===== src/rtl/pc_unit.sv =====
// pc_unit: program-counter unit at the head of fetch.
//
// Holds the architectural PC and selects the next PC from four sources:
// sequential, conditional branch, register-indirect and return address.
// It supports a stall hold. It can optionally include a circular
// return-address stack (RAS) for call/return prediction.
//
// Optional feature macro: PC_RAS_EN
//   defined   -> RAS storage is built; link pushes and RETURN pops.
//   undefined -> no RAS; RETURN targets reg1+off; link is ignored;
//                rasCount=0, rasEmpty=1, rasFull=0.
//
// Parameters:
//   DBITS     PC / operand width
//   START_PC  PC value loaded on reset
//   IMM_SHIFT left shift applied to imm (word offsets)
//   RAS_DEPTH RAS entries (>= 2)
//
// Ports:
//   clk        clock; all state updates on posedge
//   reset      asynchronous, active-low reset
//   stall      hold PC and RAS this cycle
//   pcSel      0=PCPLUSFOUR 1=PCOFFSET 2=REGOFFSET 3=RETURN
//   cmp        branch condition for PCOFFSET
//   imm        signed offset, pre-shift
//   reg1       register base for REGOFFSET and the RETURN fallback
//   link       push return address (call)
//   pcOut      current PC
//   pcPlusFour pcOut + 4 (combinational)
//   rasCount   number of valid RAS entries
//   rasEmpty   rasCount == 0
//   rasFull    rasCount == RAS_DEPTH
module pc_unit #(
    parameter int          DBITS     = 32,
    parameter int unsigned START_PC  = 64,
    parameter int          IMM_SHIFT = 2,
    parameter int          RAS_DEPTH = 4
) (
    input  logic                             clk,
    input  logic                             reset,
    input  logic                             stall,
    input  logic [1:0]                       pcSel,
    input  logic                             cmp,
    input  logic [DBITS-1:0]                 imm,
    input  logic [DBITS-1:0]                 reg1,
    input  logic                             link,
    output logic [DBITS-1:0]                 pcOut,
    output logic [DBITS-1:0]                 pcPlusFour,
    output logic [$clog2(RAS_DEPTH+1)-1:0]   rasCount,
    output logic                             rasEmpty,
    output logic                             rasFull
);

    localparam int CW = $clog2(RAS_DEPTH + 1);

    typedef enum logic [1:0] {
        SEL_PCPLUSFOUR = 2'd0,
        SEL_PCOFFSET   = 2'd1,
        SEL_REGOFFSET  = 2'd2,
        SEL_RETURN     = 2'd3
    } pcSel_t;

    logic [DBITS-1:0] pc;
    logic [DBITS-1:0] nextPc;
    logic [DBITS-1:0] off;
    logic [DBITS-1:0] branchPc;
    logic [DBITS-1:0] regPc;
    logic [DBITS-1:0] rasTop;
    logic             rasValid;
    logic             transferTaken;

    // The shift truncates to DBITS, and all adds wrap modulo 2^DBITS.
    assign off        = imm << IMM_SHIFT;
    assign pcPlusFour = pc + DBITS'(4);
    assign branchPc   = pcPlusFour + off;
    assign regPc      = reg1 + off;
    assign pcOut      = pc;

    // Next-PC select. transferTaken marks the transfers that may push a
    // return address. RETURN counts as taken so that a co-routine call can
    // push and pop in the same cycle.
    always_comb begin
        nextPc        = pcPlusFour;
        transferTaken = 1'b0;
        case (pcSel_t'(pcSel))
            SEL_PCPLUSFOUR: begin
                nextPc = pcPlusFour;
            end
            SEL_PCOFFSET: begin
                if (cmp) begin
                    nextPc        = branchPc;
                    transferTaken = 1'b1;
                end
            end
            SEL_REGOFFSET: begin
                nextPc        = regPc;
                transferTaken = 1'b1;
            end
            SEL_RETURN: begin
                nextPc        = rasValid ? rasTop : regPc;
                transferTaken = 1'b1;
            end
            default: begin
                nextPc = pcPlusFour;
            end
        endcase
    end

    // PC register. Reset is asynchronous; stall freezes the PC.
    always_ff @(posedge clk or negedge reset) begin
        if (!reset) begin
            pc <= DBITS'(START_PC);
        end else if (!stall) begin
            pc <= nextPc;
        end
    end

`ifdef PC_RAS_EN
    localparam int PW = $clog2(RAS_DEPTH);

    logic [DBITS-1:0] rasMem [RAS_DEPTH];
    logic [PW-1:0]    topPtr;
    logic [PW-1:0]    topPtrNext;
    logic [PW-1:0]    incPtr;
    logic [PW-1:0]    decPtr;
    logic [PW-1:0]    writePtr;
    logic [CW-1:0]    count;
    logic [CW-1:0]    countNext;
    logic             doPush;
    logic             doPop;
    logic             writeEn;

    assign rasEmpty = (count == '0);
    assign rasFull  = (count == CW'(RAS_DEPTH));
    assign rasCount = count;
    assign rasValid = !rasEmpty;
    assign rasTop   = rasMem[topPtr];

    assign doPush = link & transferTaken;
    assign doPop  = (pcSel == SEL_RETURN) & !rasEmpty;

    // Wrap explicitly so that non-power-of-two depths stay in range.
    assign incPtr = (topPtr == PW'(RAS_DEPTH - 1)) ? '0 : topPtr + 1'b1;
    assign decPtr = (topPtr == '0) ? PW'(RAS_DEPTH - 1) : topPtr - 1'b1;

    // RAS update. Push and pop together overwrite the top entry in place.
    // A push onto a full stack advances the pointer over the oldest entry,
    // so the count saturates at RAS_DEPTH.
    always_comb begin
        topPtrNext = topPtr;
        countNext  = count;
        writePtr   = incPtr;
        writeEn    = 1'b0;
        if (doPush && doPop) begin
            writePtr = topPtr;
            writeEn  = 1'b1;
        end else if (doPush) begin
            writePtr   = incPtr;
            writeEn    = 1'b1;
            topPtrNext = incPtr;
            if (!rasFull) begin
                countNext = count + 1'b1;
            end
        end else if (doPop) begin
            topPtrNext = decPtr;
            countNext  = count - 1'b1;
        end
    end

    // RAS pointer and occupancy registers.
    always_ff @(posedge clk or negedge reset) begin
        if (!reset) begin
            topPtr <= '0;
            count  <= '0;
        end else if (!stall) begin
            topPtr <= topPtrNext;
            count  <= countNext;
        end
    end

    // RAS entry storage. Entry contents need no reset because the count
    // marks which entries are valid.
    always_ff @(posedge clk) begin
        if (reset && !stall && writeEn) begin
            rasMem[writePtr] <= pcPlusFour;
        end
    end
`else
    logic [1:0] unusedBits;

    assign rasCount   = '0;
    assign rasEmpty   = 1'b1;
    assign rasFull    = 1'b0;
    assign rasValid   = 1'b0;
    assign rasTop     = '0;
    assign unusedBits = {link, transferTaken};
`endif

endmodule


===== config.mk =====
export PLATFORM = sky130hd
export DESIGN_NAME = pc_unit
export DESIGN_NICKNAME = d
export VERILOG_FILES = /design/src/rtl/pc_unit.sv
export SDC_FILE = /design/constraint.sdc
export NUM_CORES = 1
export LEC_CHECK = 0
export BUFFER_PORTS_ARGS = -buffer_cell sky130_fd_sc_hd__buf_2
export CAP_MARGIN = 40
export CELL_PAD_IN_SITES_DETAIL_PLACEMENT = 1
export CELL_PAD_IN_SITES_GLOBAL_PLACEMENT = 1
export CORE_MARGIN = 2
export CORE_UTILIZATION = 43
export CTS_BUF_LIST = sky130_fd_sc_hd__clkbuf_4
export CTS_CLUSTER_SIZE = 40
export DETAILED_ROUTE_END_ITERATION = 16
export PLACE_DENSITY_LB_ADDON = 0.1
export SLEW_MARGIN = 20
export SYNTH_ARGS = -nofsm -noshare
export SYNTH_HDL_FRONTEND = slang
export SYNTH_SLANG_ARGS = --single-unit
export TNS_END_PERCENT = 1

===== constraint.sdc =====
create_clock -name clk -period 5.3 [get_ports clk]
set_input_delay 0 -clock clk [delete_from_list [all_inputs] [get_ports clk]]
set_output_delay 0 -clock clk [all_outputs]
set_load 0.02 [all_outputs]

==> flow_summary_export.csv <==
group,metric,value,unit
status,status,"finished clean",
finish,syn2layout_area_growth,15.5,%
setup_path,cp_num_buf_inv,0,
timing,slew_viol_final,0,
logic_synthesis,synth_area_leader_cell,"ha_1",
clock_tree,cts_buffers,5,
worst_hold_path,min-delay-path-class,"in2reg",
timing,rsz0062_at_grt,"false",
setup_path,criticalPathCategory,"reg2reg",
clock_tree,ctsResizeCount,0,
setup_path,cp-end-kind,"flop",
timing,period_minus_slack,4570,ps
logic_synthesis,ys_ff_latch,32,
run,drv_cap,0,
timing,hold_viol_final,0,
floorplan,die_x,119,um
power,ir_drop,0.162,mV
floorplan,ios,140,
setup_path,cp_top_family,"simple AND/OR/NAND/NOR gates",
setup_path,crit_path_start,"pcOut[2]$_DFFE_PN0N_",
timing,fin_crit_sh,86.3,%
route,wirelength,21600,um
finish,antenna_cells,0,
place,portBuffers,131,
logic_synthesis,synth-async-reset-ratio,100,%
route,viasPerCell,6.21,
logic_synthesis,ys_seq_area_share,14.2,%
clock_tree,clk_latency,360,ps
global_routing,grt_pass1_vias,6641,
worst_hold_path,hold_path.startpoint,"reg1[2]",
setup_path,r2r_setup_slack,730,ps
global_routing,grt.overflow.total,0,
finish,final_cell_area,6540,sq um
logic_synthesis,syn-instance-count,760,
setup_path,cp-start-kind,"flop",
clock_tree,cts_root_buf,"clkbuf_4",
setup_path,path_cells,"ha_1 -> and4_2 -> and3_1 -> nand3_1 -> nor2_1 -> xor2_1 -> ha_1 -> a211oi_1 -> nor2_1 -> o21ai_0 -> nand2_1 -> a221oi_1 -> mux4_2 -> a211oi_1 -> a211o_1",
route,drtIter0Drc,341,
logic_synthesis,netlist_top_cells_area,"ha_1 (14%), dfrtp_1 (14%), xnor2_1 (6.2%)",
route,first_pass_iters,5,
route,ant_nets,0,
floorplan,fp-row-count,41,
power,swShare,54.4,%
global_routing,antenna_found_initial,0,
clock_tree,cts.sinks,32,
logic_synthesis,synth_edf_count,0,
setup_path,cpPeakStageDelay,570,ps
timing,slew_headroom,40.1,%
global_routing,grtUsageTotal,30.3,%
power,p_clk_share,8.0,%
power,seqPwrFrac,19.7,%
place,gp_congestion,0.950,
power,p_leak,3.03,nW
floorplan,design.die.area,14100,sq um
setup_path,cp.required,5600,ps
timing,setup_viol,0,
floorplan,start_util,44.5,%
finish,nets,1009,
global_routing,grt_max_degree,35,
global_routing,grt_pass1_wl,34500,um
power,power.switching,1.10,mW
timing,worst_slew_pin_slew,893,ps
power,finalPower,2.01,mW
power,internal_power,0.918,mW
route,drc_errors,0,
power,p_per_area,308,nW/um^2
floorplan,die_h,119,um
clock_tree,cts_tree,"built",
place,placed_area,6420,sq um
place,dpl.hpwl,17400,um
logic_synthesis,ys.warnings.count,0,
timing,finClkSkew,11.0,ps
clock_tree,clk_pin_slew,120,ps
timing,fin_tns_setup,0,ps
route,routedWlPerCell,20.6,um
setup_path,reg2reg_from,"pcOut[2]$_DFFE_PN0N_",
clock_tree,clock_path_buffers,2,
logic_synthesis,yosysUniqueCellTypes,76,
setup_path,crit_fanout,8,
clock_tree,postCtsSetupRepairBufs,0,
clock_tree,htree_num_levels,2,
logic_synthesis,syn_area_per_cell,7.45,sq um
setup_path,slowest_stage,"mux4_2",
logic_synthesis,ys.flop_type,"dfrtp_1",
power,pwr-share-comb,72.3,%
finish,layout-drive-gt1-share,19.2,%
timing,max_freq,219,MHz
floorplan,core,12700,sq um
finish,largest_reg_flops,32,
setup_path,crit_arrival,4870,ps
logic_synthesis,netlist.area_leader.share,13.9,%
route,num_vias,6491,
logic_synthesis,synthesis.area,5660,sq um
==> stage by stage <==
stage / worst slack [ps] / util (%) / instances / hold WS (ps)
global route: 364 / 51.4 / 1046 / 5.99
CTS: 736 / 51.2 / 1044 / 1.38
finish: 727 / 51.4 / 1046 / 5.65
floorplan: 1170 / - / 763 / -296
detailed placement: 783 / 50.5 / 1033 / -48.9
global placement: 981 / 50.2 / 1031 / 151
==> what timing repair did <==
| action | in CTS | in global routing |
|---|---|---|
| hold buffers | 3 | 0 |
| endpoints found under the setup margin | 0 | 0 |
| endpoints found under the hold margin | 33 | 0 |
==> tightest hold or removal path: cells and delay by family <==
family                     cells  cell delay (ps)
AOI/OAI and AO/OA              1              130
adders and majority gates      1              120
buffers and inverters          1               80
==> routing by layer <==
layer  share of wire (%)  global-route usage [%]  vias to the layer above
li1                    -                       -                     3069
met1                  42                    38.6                     3149
met2                  48                    51.3                      217
met3                 6.5                    4.05                       56
met4                 4.0                    12.5                        0
met5                   0                       0                        -
==> final cells by class <==
cell class	count	area, sq um
Clock buffer	6	45.0
Clock inverter	2	11.3
Fill cell	1720	6180
Inverter	27	101
Multi-Input combinational cell	664	4580
Sequential cell	32	802
Tap cell	172	215
Timing Repair Buffer	143	785
==> cell usage after synthesis, types with 22 or more instances <==
cell type,instances
ha_1,63
xnor2_1,40
dfrtp_1,31
a211oi_1,22
nand2_1,64
nand3_1,28
nor2_1,65
clkbuf_1,27
inv_1,26
nor3_1,22
a21oi_1,58
o21ai_0,48
==> worst paths after layout <==
| path | endpoint | cells after the start |
|---|---|---|
| worst max register to register | pcOut[31]$_DFFE_PN0N_ | 15 |
| worst max-delay path | pcOut[31]$_DFFE_PN0N_ | 15 |
| worst min-delay path | pcOut[2]$_DFFE_PN0N_ | 3 |
| worst min register to register | pcOut[0]$_DFFE_PN0P_ | 2 |
| max in group asynchronous | pcOut[6]$_DFFE_PN1N_ | 3 |
| min in group asynchronous | pcOut[20]$_DFFE_PN0N_ | 2 |
==> kinds of logic (layout without fill, tap and decap cells) <==
logic type	Yosys count	after routing	share of synthesized area [%]
other cells	2	5	0.133
xor+xnor	61	61	9.44
flops	32	32	14.2
fa+ha+maj	65	65	14.6
mux	20	20	3.85
buf+inv	67	178	5.13
simple gates	270	270	24.0
compound gates	243	243	28.7
==> cells in the final DEF (no fill, tap or decap), drive strengths merged, types with 10 or more instances in the layout <==
cell type,Yosys,routed
o21ai,49,49
buf,12,140
mux2i,15,15
xnor2,40,40
and2,12,12
a21oi,58,58
nand4,15,15
a21o,18,18
nand3,28,28
dfrtp,31,31
ha,63,63
nor2,66,66
inv,27,27
xor2,21,21
nand2b,10,10
a211oi,22,22
nor3,22,22
a31oi,10,10
nand2,65,65
and3,14,14
==> power by group through the flow <==
stage / registers, mW / logic, mW / clock network, mW
finish: 0.397 / 1.46 / 0.162
global route: 0.409 / 1.59 / 0.176
CTS: 0.395 / 1.45 / 0.165
detailed placement: 0.400 / 1.44 / 0
global placement: 0.390 / 1.38 / 0
floorplan: 0.440 / 0.964 / 0
(Power assumes the default switching activity.)
